===== config.mk =====
export PLATFORM = sky130hd
export DESIGN_NAME = stopwatch_lap_recorder
export DESIGN_NICKNAME = d
export VERILOG_FILES = /design/src/rtl/stopwatch_lap_recorder.sv
export SDC_FILE = /design/constraint.sdc
export NUM_CORES = 1
export LEC_CHECK = 0
export CAP_MARGIN = 5
export CORE_MARGIN = 3
export CORE_UTILIZATION = 35
export CTS_CLUSTER_DIAMETER = 60
export CTS_CLUSTER_SIZE = 12
export DETAILED_ROUTE_END_ITERATION = 8
export GPL_ROUTABILITY_DRIVEN = 0
export GPL_TIMING_DRIVEN = 0
export MAX_ROUTING_LAYER = met4
export SLEW_MARGIN = 0
export SYNTH_ARGS = -nofsm -noshare
export SYNTH_HDL_FRONTEND = slang
export SYNTH_SLANG_ARGS = --single-unit
export TNS_END_PERCENT = 20

===== constraint.sdc =====
create_clock -name CLK -period 3.4 [get_ports CLK]
set_input_delay 0.68 -clock CLK [delete_from_list [all_inputs] [get_ports CLK]]
set_output_delay 0.68 -clock CLK [all_outputs]
set_load 0.02 [all_outputs]

===== src/rtl/stopwatch_lap_recorder.sv =====
// Lap snapshot memory and recall display mux for the stopwatch digits.
// Captures on LAP press, steps through stored laps on RECALL press.
module stopwatch_lap_recorder #(
  parameter int DEPTH = 8,
  parameter int IDX_W = 3,
  parameter int CNT_W = 4
) (
  input  logic             CLK,
  input  logic             RST,
  input  logic             LAP_BTN,
  input  logic             RECALL_BTN,
  input  logic             CLR,
  input  logic [3:0]       IN_HOUR,
  input  logic [2:0]       IN_MINHIGH,
  input  logic [3:0]       IN_MINLOW,
  input  logic [2:0]       IN_SECHIGH,
  input  logic [3:0]       IN_SECLOW,
  input  logic [3:0]       IN_MSEC2ND,
  input  logic [3:0]       IN_MSEC1ST,
  input  logic [3:0]       IN_MSE00,
  output logic [3:0]       OUT_HOUR,
  output logic [2:0]       OUT_MINHIGH,
  output logic [3:0]       OUT_MINLOW,
  output logic [2:0]       OUT_SECHIGH,
  output logic [3:0]       OUT_SECLOW,
  output logic [3:0]       OUT_MSEC2ND,
  output logic [3:0]       OUT_MSEC1ST,
  output logic [3:0]       OUT_MSE00,
  output logic             RECALL_MODE,
  output logic [IDX_W-1:0] LAP_IDX,
  output logic [CNT_W-1:0] LAP_COUNT,
  output logic             FULL,
  output logic             OVF
);

  typedef enum logic {LIVE, RECALL} state_t;

  state_t           state, state_n;
  logic [CNT_W-1:0] cnt, cnt_n;
  logic [IDX_W-1:0] rd_idx, idx_n;
  logic             ovf_n;
  logic             we;
  logic             lap_d, recall_d;
  logic             lap_press, recall_press;
  logic             full;
  logic             last_lap;
  logic [29:0]      in_word;
  logic [29:0]      out_word;
  logic [29:0]      mem [DEPTH];

  assign in_word = {IN_HOUR, IN_MINHIGH, IN_MINLOW, IN_SECHIGH,
                    IN_SECLOW, IN_MSEC2ND, IN_MSEC1ST, IN_MSE00};

  assign lap_press    = LAP_BTN & ~lap_d;
  assign recall_press = RECALL_BTN & ~recall_d;
  assign full         = (cnt == CNT_W'(DEPTH));
  assign last_lap     = ((CNT_W'(rd_idx) + CNT_W'(1)) == cnt);

  always_ff @(posedge CLK) begin
    if (RST) begin
      state    <= LIVE;
      cnt      <= '0;
      rd_idx   <= '0;
      OVF      <= 1'b0;
      lap_d    <= 1'b1;
      recall_d <= 1'b1;
    end else begin
      state    <= state_n;
      cnt      <= cnt_n;
      rd_idx   <= idx_n;
      OVF      <= ovf_n;
      lap_d    <= LAP_BTN;
      recall_d <= RECALL_BTN;
    end
  end

  always_comb begin
    state_n = state;
    cnt_n   = cnt;
    idx_n   = rd_idx;
    ovf_n   = 1'b0;
    we      = 1'b0;
    if (CLR) begin
      state_n = LIVE;
      cnt_n   = '0;
      idx_n   = '0;
    end else begin
      unique case (state)
        LIVE: begin
          if (recall_press) begin
            if (cnt != '0) begin
              state_n = RECALL;
              idx_n   = '0;
            end
          end else if (lap_press) begin
            if (full) begin
              ovf_n = 1'b1;
            end else begin
              we    = 1'b1;
              cnt_n = cnt + CNT_W'(1);
            end
          end
        end
        RECALL: begin
          if (recall_press) begin
            if (last_lap) begin
              state_n = LIVE;
              idx_n   = '0;
            end else begin
              idx_n = rd_idx + IDX_W'(1);
            end
          end
        end
      endcase
    end
  end

  // Memory carries no reset; its contents are meaningless until written.
  always_ff @(posedge CLK) begin
    if (we) begin
      mem[cnt[IDX_W-1:0]] <= in_word;
    end
  end

  always_ff @(posedge CLK) begin
    if (RST) begin
      out_word <= '0;
    end else if (state == RECALL) begin
      out_word <= mem[rd_idx];
    end else begin
      out_word <= in_word;
    end
  end

  assign {OUT_HOUR, OUT_MINHIGH, OUT_MINLOW, OUT_SECHIGH,
          OUT_SECLOW, OUT_MSEC2ND, OUT_MSEC1ST, OUT_MSE00} = out_word;

  assign RECALL_MODE = (state == RECALL);
  assign LAP_IDX     = rd_idx;
  assign LAP_COUNT   = cnt;
  assign FULL        = full;

endmodule


After elaboration in Yosys (flattened, before gate mapping)
Memories as Yosys holds them, arrays and structs flattened. A register that Yosys moved wholly into a read port is not among the register bits. Cells that the tools add are included.

Flip-flop bits (word level): 41. Memory bits (writable): 240. Bits of input ports: 35. Output and inout port bits: 40. Logic and storage cells: 50. Memories: 1.

$add $sub $neg: 3. Eq/ne operators: 5. Multiplexer cells: 21. Bitwise logic cells: 8. Reductions and logical operators: 5.

Memories: mem (words 8, bits a word 30, rd ports 1, clocked after Yosys merged registers in 1, write ports 1, line 49) `logic [29:0] mem [DEPTH];`.

Operators by type and width (number): 30-bit 2-to-1 mux (1); 3-bit 2-to-1 mux (6); 1-bit 2-to-1 mux (12); 1-bit inverter (6); 3-bit one-hot mux with 2 select lines (1); 5-bit OR reduction (1); 3-bit by 1-bit adder with 4-bit output, second input constant (1); 4-bit by 1-bit adder with 4-bit output, second input constant (1); 4-bit == test (1); 4-bit == test, second input constant (1); 2-bit inequality test, second input constant (2); 4-bit AND reduction (1); 4-bit nonzero test (1); 3-bit by 1-bit adder with 3-bit output, second input constant (1); 3-bit AND reduction (1); 1-bit AND (2); 2-bit by 1-bit inequality test with 1-bit output, second input constant (1); 1-bit one-hot mux with 2 select lines (1); 2-bit OR reduction (1).

Longest topological paths before layout
Gate-level depths: netlist of the first run.

Depth in word-level cells: 8. Mapped depth: 7. Gate-level depth less buffers: 6.

Least setup slack after synthesis of the first run
No wires, ideal clock.

Kind: input-to-reg. Start point: input LAP_BTN. End point: memory mem[4][0] (enable). Setup time: 454 ps. Arrival: 3225 ps. Required time: 2946 ps. Path slack: -279 ps. Cell stages on the path: 3. Path buffers: 0. Cells stage by stage: nor3b_2 > nand4b_1 > nor3_1.

Cells in the longest elaborated chain, start to end: 7.

Ends and longest elaborated chain: start: declaration (line 10) `input logic LAP_BTN,`; 1-bit AND (line 54) `assign lap_press = LAP_BTN & ~lap_d;`; 1-bit 2-to-1 mux (line 95) `end else if (lap_press) begin`; 1-bit 2-to-1 mux (line 90) `if (recall_press) begin`; 1-bit 2-to-1 mux (line 88) `unique case (state)`; 1-bit 2-to-1 mux (line 83) `if (CLR) begin`; 1-bit 2-to-1 mux (line 120) `if (we) begin`; 1-bit 2-to-1 mux (implied by the code) (line 121) `mem[cnt[IDX_W-1:0]] <= in_word;`; end: declaration (line 49).

No other way between the ends.

Worst setup path in the final report of the first run
Start point: register cnt[0] (netlist: LAP_COUNT[0]). End point: memory mem[0][20] (enable).

Cells in the longest elaborated chain, start to end: 8.

Ends and longest elaborated chain: start: declaration (line 39) `logic [CNT_W-1:0] cnt, cnt_n;`; start signal: assignment (line 69) `cnt <= cnt_n;`; 4-bit == test (line 56) `assign full = (cnt == CNT_W'(DEPTH));`; 1-bit 2-to-1 mux (line 96) `if (full) begin`; 1-bit 2-to-1 mux (line 95); 1-bit 2-to-1 mux (line 90); 1-bit 2-to-1 mux (line 88); 1-bit 2-to-1 mux (line 83); 1-bit 2-to-1 mux (line 120); 1-bit 2-to-1 mux (implied by the code) (line 121).

Parallel ways exist; a longest one is shown, timed or not.

==> run metrics, run 1 <==
post-layout min period 3150 ps; mapped cell area 10500 µm²; Synth cell types 38; Sink Count 284; synthesis-to-finish area growth 22.0%; commonest non-fill, non-tap cell in the layout edfxtp_1; status finished clean; Antenna Diode Count 0; YS warnings 0; Logic pwr share 0.030; CP max FO 12; Overflow after GRT 0; Reg power frac 0.563; final wirelength 22.9 mm; Post-CTS Setup Repair Bufs 0; number of placement rows 62; Sw Ratio 0.194; total CTS buffers 27; largest net degree at the start of global routing 25; Hold Path Depth 3; switching power 1.31 mW; Peak VDD IR 336 µV; crit start category flip-flop; CP arrival 3390 ps; Slew @ Worst Pin 763 ps; cts hold-fix bufs 0; Antenna Violating Nets Remaining 0; clock power share 0.407; TritonCTS clock tree done; Setup CP Type flip-flop to flip-flop; syn nets 569; min-delay worst type flip-flop to flip-flop; Internal 5.45 mW; Static Leak 3.98 nW; final period utilization 0.928; maxcap violations 0; RSZ-0062 raised after global routing false; Peak Freq 0.317 GHz; CTS resizes 0; worst r2r path cells 9; CTS HTree Levels 1; via/cell ratio 5.04; core footprint 29200 µm²; CTS clk-pin slew, worst paths 60 ps; clock latency at the later pin of the worst-skew pair 530 ps; most frequent cells in the layout edfxtp_1 (240), clkdlybuf4s50_1 (74), mux4_2 (60), dfxtp_1 (44), nor2_1 (35); synthesized area per cell 19.8 µm²; die width 179 µm; TritonRoute pass-1 iters 5; Yosys reg bits 284; Max Slew Vio Count 0; count of boundary I/O pins 75; Slew HR 0.491; Vias 5280; required time of the critical path 3640 ps; final setup fails 0; clk_skew 14.4 ps; initial antenna violation count 0; top post-synthesis cells by area edfxtp_1 (69%), mux4_2 (13%), dfxtp_1 (8.4%); vias in the first global route 5682; Cell Pwr Density 527 nW/µm²; clk root buf clkbuf_16; CP Capture Type flip-flop; gr usage total 0.151; buffers added on ports 74; Seq/Total Area, Yosys 0.769; first-pass GRT wire length 34.9 mm; pre-CTS setup slack 11.4 ps; layout cells sized above 1 0.201; Longest Clk Path Bufs 3; Setup TNS 0 ps; DRT iter0 DRCs 595; Final nets 682; Die H 179 µm; final hold vios 0; post-synth top area cell edfxtp_1; DRC violations left 0; DP HPWL 14.1 mm; routed len/inst 21.9 µm; cells after synthesis 531; initial core utilization 0.360; Final Worst Setup Slack 246 ps; die area 32100 µm²; Yosys top cell area share 0.686
==> routing by layer <==
layer	up-vias	track usage	share of wire
li1	2390	-	-
met1	2682	0.191	0.40
met2	165	0.253	0.52
met3	43	0.0290	0.060
met4	0	0.0380	0.020
met5	-	-	0
==> cells by family after synthesis <==
group / after synthesis / synth area share
multiplexers: 61 / 0.130
AND/OR/NAND/NOR: 105 / 0.0504
AO/OA/AOI/OAI: 39 / 0.0245
adder cells (fa/ha/maj): 3 / 0.00357
XOR/XNOR: 6 / 0.00500
flip-flops: 284 / 0.769
buffers and inverters: 33 / 0.0176
==> per-stage QoR <==
stage / util / cells / power [mW] / area [µm²] / hold WS, ps
after floorplan: - / 531 / 3.95 / 10500 / 529
after CTS: 0.440 / 1047 / 6.83 / 12800 / 572
final: 0.440 / 1047 / 6.76 / 12800 / 569
after global routing: 0.440 / 1047 / 6.99 / 12800 / 605
after global placement: 0.402 / 989 / 4.07 / 11700 / 558
after detailed placement: 0.413 / 999 / 4.09 / 12000 / 562
==> state kept, by name (all words and copies together) (netlist names), named ones only <==
name / flops
mem: 240
RECALL_MODE: 1
LAP_COUNT: 4
LAP_IDX: 3
out_word: 30
lap_d: 1
OVF: 1
recall_d: 1
==> power groups by stage <==
stage          registers, mW  clock network, mW  logic [mW]
5_1_grt                 3.81               2.96       0.221
4_1_cts                 3.81               2.82       0.206
2_1_floorplan           3.91                  0      0.0404
6_report                3.81               2.75       0.203
3_3_place_gp            3.88                  0       0.193
3_5_place_dp            3.88                  0       0.205
==> area by class of cell <==
type / count / area, µm²
fill: 2545 / 16300
sequential: 284 / 8090
multi-input combinational: 214 / 2300
timing repair buffer: 84 / 986
clock buffer: 46 / 747
tap: 384 / 480
buffer: 30 / 174
clock inverter: 2 / 38.8
inverter: 3 / 11.3
==> worst paths after layout <==
| check | start | to | slack (ps) |
|---|---|---|---|
| worst max-delay path | LAP_COUNT[0] | mem[0][20] | 250 |
| worst min-delay path | lap_d | OVF | 570 |
| worst max register to register | LAP_COUNT[0] | mem[0][20] | 250 |
| worst min register to register | lap_d | OVF | 570 |
==> synthesized netlist by cell type <==
cell type  number
edfxtp_1      240
mux4_2         60
dfxtp_1        44
nor2_1         41
nor3_1         35
o22ai_1        30
clkbuf_1       15
buf_2           7
buf_6           7
nand2_1         6
nand2b_1        4
xor2_1          4
ha_1            3
nand3_1         3
or2_2           3
a21oi_1         2
a22oi_1         2
inv_1           2
nand3b_1        2
nand4_1         2
xnor2_1         2
a211oi_2        1
a21bo_2         1
a32oi_1         1
and3_2          1
buf_1           1
inv_2           1
mux2i_1         1
nand3b_4        1
nand4b_1        1
nor2b_1         1
nor3_2          1
nor3b_2         1
o21ai_0         1
o21ai_2         1
or3_1           1
or3b_2          1
or4_4           1
==> worst max-delay path, cell delays in order, from the launching register on <==
cell      delay (ps)
dfxtp_1          370
clkbuf_1         380
inv_1            170
ha_1             280
nand3b_4         110
inv_2             40
or4_4            560
nor3_4           530
buf_16           240
buf_16           160
No activity file was read; power rests on OpenSTA's default activity.
==> inputs of run 2 (changes only) <==
--- a/config.mk
+++ b/config.mk
@@ -8,6 +8,7 @@
 export CAP_MARGIN = 5
 export CORE_MARGIN = 3
 export CORE_UTILIZATION = 35
+export CTS_BUF_LIST = sky130_fd_sc_hd__clkbuf_4
 export CTS_CLUSTER_DIAMETER = 60
 export CTS_CLUSTER_SIZE = 12
 export DETAILED_ROUTE_END_ITERATION = 8
==> run metrics, run 2 (synthesis gave the netlist of run 1 again) <==
dpl cells 999 (unchanged); core footprint 29200 µm² (unchanged); Max Slew Vio Count 0 (unchanged); die width 179 µm (unchanged); final wirelength 23.0 mm (+0.22%); GRT Max-Usage Layer met2; final period utilization 0.953 (+0.0251); Antenna Violating Nets Remaining 0 (unchanged); commonest non-fill, non-tap cell in the layout edfxtp_1; Peak Freq 0.309 GHz (-2.6%); gr usage total 0.151 (-0.000572); min-delay worst type flip-flop to flip-flop; switching power 1.16 mW (-11%); CP max FO 7 (-5); Crit path buffers/inverters 4 (-1); most frequent cells in the layout edfxtp_1 (240), clkdlybuf4s50_1 (74), mux4_2 (60), clkbuf_4 (46), dfxtp_1 (44); Cell Pwr Density 461 nW/µm² (-13%); total CTS buffers 27 (unchanged); Overflow after GRT 0 (unchanged); final cell count without fillers 1048 (+0.096%); GRT met3 Usage 0.0288 (-0.000212); CTS HTree Levels 1 (unchanged); max reg flops 240 (unchanged); Final nets 682 (unchanged); vias in the first global route 5657 (-0.44%); post-layout min period 3240 ps (+85.3 ps); synthesis-to-finish area growth 18.2%; initial core utilization 0.360 (unchanged); Sink Count 284 (unchanged); final hold vios 0 (unchanged); DRT iter0 DRCs 574 (-3.5%); clock latency at the later pin of the worst-skew pair 690 ps (+160 ps); TritonRoute pass-1 iters 5 (unchanged); count of boundary I/O pins 75 (unchanged); CP Capture Type output pin; total power 5.73 mW (-15%); clk_skew 40.3 ps (+25.8 ps); DRC violations left 0 (unchanged); maxcap violations 0 (unchanged); Post-CTS Setup Repair Bufs 0 (unchanged); buffers added on ports 74 (unchanged); via/cell ratio 5.03 (-0.28%); Static Leak 3.84 nW (-3.5%); required time of the critical path 2720 ps (-920 ps); Longest Clk Path Bufs 3 (unchanged); routed len/inst 21.9 µm (+0.13%); CP max stage cell clkdlybuf4s50_1; Logic pwr share 0.036 (+0.006); number of placement rows 62 (unchanged); clock power share 0.300 (-0.107); layout cells sized above 1 0.231 (+0.0302); Reg power frac 0.664 (+0.101); first-pass GRT wire length 34.8 mm (-0.28%); Top delay family on crit path buffers and inverters; Setup TNS 0 ps (unchanged); sequence of cells on the critical path buf_1 -> inv_1 -> ha_1 -> nand3b_4 -> inv_2 -> clkdlybuf4s50_1; CTS clk-pin slew, worst paths 130 ps (+70 ps); Sw Ratio 0.203 (+0.00880); crit start category flip-flop; Slew HR 0.495 (+0.00375); Slew @ Worst Pin 758 ps (-5.62 ps); DP HPWL 14.1 mm (unchanged); Vias 5270 (-0.19%); initial antenna violation count 1 (+1); Peak VDD IR 206 µV (-39%); Setup CP Type flip-flop to output pin; TritonCTS clock tree done; CP arrival 2560 ps (-830 ps); Fill cells 2592 (+1.8%); RSZ-0062 raised after global routing false; final setup fails 0 (unchanged); grt met1 use 0.192 (+0.000960); slowest stage delay, CP 530 ps (-30 ps); Die H 179 µm (unchanged); Internal 4.57 mW (-16%); clk root buf clkbuf_4; met2 Usage GRT 0.253 (-0.000473); largest net degree at the start of global routing 25 (unchanged); status finished clean; die area 32100 µm² (unchanged)
run 2: changes by cell type in the layout (fill, tap and decap cells not counted), sizes merged:
cell,before,now
buf,25,26
clkbuf,61,60
diode,0,1
run 2: final cells by class:
cell class	instances	area (µm²)	share of cell area
Antenna cell	1	2.50	0.000201
Timing Repair Buffer	84	986	0.0794
Sequential cell	284	8090	0.651
Inverter	3	11.3	0.000906
Buffer	30	175	0.0141
Clock inverter	2	33.8	0.00272
Tap cell	384	480	0.0387
Multi-Input combinational cell	214	2300	0.185
Clock buffer	46	345	0.0278
run 2: repair_timing:
item	4_1_cts	5_1_grt
hold endpoints to repair	0	0
gates resized for setup	0	3
endpoints found under the setup margin	0	1
hold buffers	0	0
run 2: routing by layer:
metal	routed length (µm)	vias up	part of all wire
li1	-	2385	-
met1	9380	2705	0.41
met2	12000	145	0.52
met3	1280	35	0.056
met4	380	0	0.017
met5	0	-	0
run 2: power groups by stage:
stage	Sequential, mW	Clock (mW)	Combinational [mW]
after global routing	3.81	1.93	0.221
after global placement	3.88	0	0.193
after detailed placement	3.88	0	0.205
final	3.80	1.72	0.204
after CTS	3.80	1.79	0.206
after floorplan	3.91	0	0.0404
run 2: worst min-delay path: stages, from the launching register on:
cell	delay (ps)
dfxtp_1	350
nor3b_2	70
nand2_1	80
nor3_1	50
run 2: path summary, 6_finish.rpt:
path                                   start    endpoint  slack [ps]  cells after the start
worst max-delay path            LAP_COUNT[0]        FULL         160                      6
worst min-delay path                   lap_d         OVF         580                      3
worst max register to register  LAP_COUNT[0]  mem[0][29]         250                      9
worst min register to register         lap_d         OVF         580                      3
run 2: stage by stage:
step | instance area, µm² | util | setup slack, ps | hold slack (ps)
6_report | 12400 | 0.426 | 160 | 577
5_1_grt | 12400 | 0.426 | 8.41 | 550
4_1_cts | 12400 | 0.426 | 89.5 | 535
3_5_place_dp | 12000 | 0.413 | 11.4 | 562
3_3_place_gp | 11700 | 0.402 | -1830 | 558
2_1_floorplan | 10500 | - | -85.2 | 529
==> inputs of run 3 (changes only) <==
--- a/config.mk
+++ b/config.mk
@@ -7,14 +7,15 @@
 export LEC_CHECK = 0
 export CAP_MARGIN = 5
 export CORE_MARGIN = 3
-export CORE_UTILIZATION = 35
+export CORE_UTILIZATION = 55
 export CTS_BUF_LIST = sky130_fd_sc_hd__clkbuf_4
-export CTS_CLUSTER_DIAMETER = 60
+export CTS_CLUSTER_DIAMETER = 120
 export CTS_CLUSTER_SIZE = 12
 export DETAILED_ROUTE_END_ITERATION = 8
 export GPL_ROUTABILITY_DRIVEN = 0
 export GPL_TIMING_DRIVEN = 0
 export MAX_ROUTING_LAYER = met4
+export PLACE_DENSITY = 0.78
 export SLEW_MARGIN = 0
 export SYNTH_ARGS = -nofsm -noshare
 export SYNTH_HDL_FRONTEND = slang
==> run metrics, run 3 (synthesis gave the netlist of run 1 again) <==
die area 20800 µm² (-35%); cts hold-fix bufs 0 (unchanged); final wirelength 20.9 mm (-9.2%); crit start category flip-flop; Sw Ratio 0.197 (-0.00527); maxcap violations 0 (unchanged); CP arrival 2370 ps (-190 ps); Top delay family on crit path buffers and inverters; final cell count without fillers 893 (-15%); Final nets 682 (unchanged); Crit path buffers/inverters 4 (unchanged); clock power share 0.298 (-0.002); buffers added on ports 74 (unchanged); most frequent cells in the layout edfxtp_1 (240), clkdlybuf4s50_1 (74), mux4_2 (60), clkbuf_4 (47), dfxtp_1 (44); flop2flop setup slack 570 ps (+320 ps); CP max stage cell clkdlybuf4s50_1; Internal 4.58 mW (+0.24%); slowest stage delay, CP 600 ps (+70 ps); Cell Pwr Density 466 nW/µm² (+1.1%); WL met2 10.7 mm (-10%); Die H 144 µm (-20%); initial core utilization 0.571 (+0.211); Longest Clk Path Bufs 3 (unchanged); final period utilization 0.897 (-0.0562); CTS clk-pin slew, worst paths 120 ps (about the same); R2R Path End mem[2][3]; total power 5.70 mW (-0.42%); Vias 5344 (+1.4%); number of placement rows 49 (-21%); CTS HTree Levels 1 (unchanged); Static Leak 3.85 nW (+0.16%); RSZ-0062 raised after global routing false; CTS resizes 0 (unchanged); post-layout min period 3050 ps (-191 ps); die width 144 µm (-20%); clk root buf clkbuf_4; CP max FO 7 (unchanged); clock latency at the later pin of the worst-skew pair 660 ps (-30 ps); status finished clean; Post-CTS Setup Repair Bufs 0 (unchanged); via/cell ratio 5.98 (+19%); Critical Path Stages 6 (unchanged); TritonRoute pass-1 iters 5 (unchanged); final setup fails 0 (unchanged); commonest non-fill, non-tap cell in the layout edfxtp_1; worst r2r path cells 8 (-1); TritonCTS clock tree done; top sig layer met4; Overflow after GRT 0 (unchanged); max reg flops 240 (unchanged); Sink Count 284 (unchanged); dpl cells 844 (-16%); Crit. Startpoint LAP_COUNT[0]; Setup CP Type flip-flop to output pin; core footprint 18400 µm² (-37%); vias in the first global route 5631 (-0.46%); Reg power frac 0.667 (+0.003); Metal-1 WL 8.25 mm (-12%); Logic pwr share 0.035 (about the same); clk_skew 21.5 ps (-18.8 ps); initial antenna violation count 1 (unchanged); first-pass GRT wire length 32.3 mm (-7.2%); Fill cells 1199 (-54%); final hold vios 0 (unchanged); DRC violations left 0 (unchanged); worst r2r src LAP_COUNT[0]; total CTS buffers 27 (unchanged); Peak Freq 0.328 GHz (+6.3%); count of boundary I/O pins 75 (unchanged); met3 WL 1.51 mm (+18%); Slew HR 0.534 (+0.0391); Final Worst Setup Slack 352 ps (+191 ps); switching power 1.12 mW (-3.0%); CP Capture Point FULL; largest net degree at the start of global routing 22 (-12%); min-delay worst type primary input to flip-flop; synthesis-to-finish area growth 16.4%; pre-CTS setup slack -13.5 ps (-24.8 ps); DRT iter0 DRCs 441 (-23%); CP Capture Type output pin; sequence of cells on the critical path clkbuf_2 -> inv_1 -> ha_1 -> nand3b_4 -> inv_2 -> clkdlybuf4s50_1; Setup TNS 0 ps (unchanged); required time of the critical path 2720 ps (about the same); Antenna Violating Nets Remaining 0 (unchanged); routed len/inst 23.4 µm (+6.5%); gr usage total 0.215 (+0.0645); layout cells sized above 1 0.232 (+0.00151); DP HPWL 13.0 mm (-7.5%); Peak VDD IR 330 µV (+60%); Slew @ Worst Pin 697 ps (-61.0 ps); Max Slew Vio Count 0 (unchanged)
==> run 3: cell types whose count changed in the layout (fill, tap and decap cells not counted), sizes merged <==
cell | before | now
buf | 26 | 25
clkbuf | 60 | 62
inv | 4 | 3
==> run 3: how the worst min path moves through the flow <==
stage	slack, ps	from	cells past startpoint	endpoint
4_1_cts	540	LAP_BTN	2	lap_d
3_5_place_dp	600	lap_d	3	OVF
3_3_place_gp	570	lap_d	3	OVF
6_report	610	LAP_BTN	2	lap_d
2_1_floorplan	530	lap_d	3	OVF
5_1_grt	570	LAP_BTN	2	lap_d
==> run 3: per-stage QoR <==
step	hold WS, ps	area, µm²	util
2_1_floorplan	529	10500	-
3_3_place_gp	567	11500	0.628
3_5_place_dp	599	11800	0.644
4_1_cts	542	12200	0.665
5_1_grt	567	12200	0.665
6_report	606	12200	0.665
==> run 3: routing by layer <==
metal / track usage / vias up
met2: 0.356 / 222
met1: 0.289 / 2714
met4: 0.0501 / 0
met3: 0.0337 / 31
li1: - / 2377
met5: - / -
==> run 3: power groups by stage <==
stage / sequential, mW / combinational, mW / clock [mW]
finish: 3.80 / 0.201 / 1.70
global route: 3.80 / 0.217 / 1.90
CTS: 3.80 / 0.203 / 1.74
detailed placement: 3.88 / 0.202 / 0
global placement: 3.88 / 0.189 / 0
floorplan: 3.91 / 0.0404 / 0
==> run 3: layout make-up <==
cell class / count / area (µm²) / area share
sequential: 284 / 8090 / 0.661
clock inverter: 1 / 30.0 / 0.00245
multi-input combinational: 214 / 2300 / 0.188
tap: 229 / 287 / 0.0234
buffer: 30 / 176 / 0.0144
timing repair buffer: 84 / 988 / 0.0808
antenna: 1 / 2.50 / 0.000204
inverter: 3 / 11.3 / 0.000920
clock buffer: 47 / 353 / 0.0288
==> run 3: worst register-to-register path, cell delays in order (launching register included) <==
cell	delay [ps]
dfxtp_1	380
clkbuf_2	250
inv_1	120
ha_1	270
nand3b_4	110
inv_2	40
or4_4	560
nor2_4	550
buf_16	250
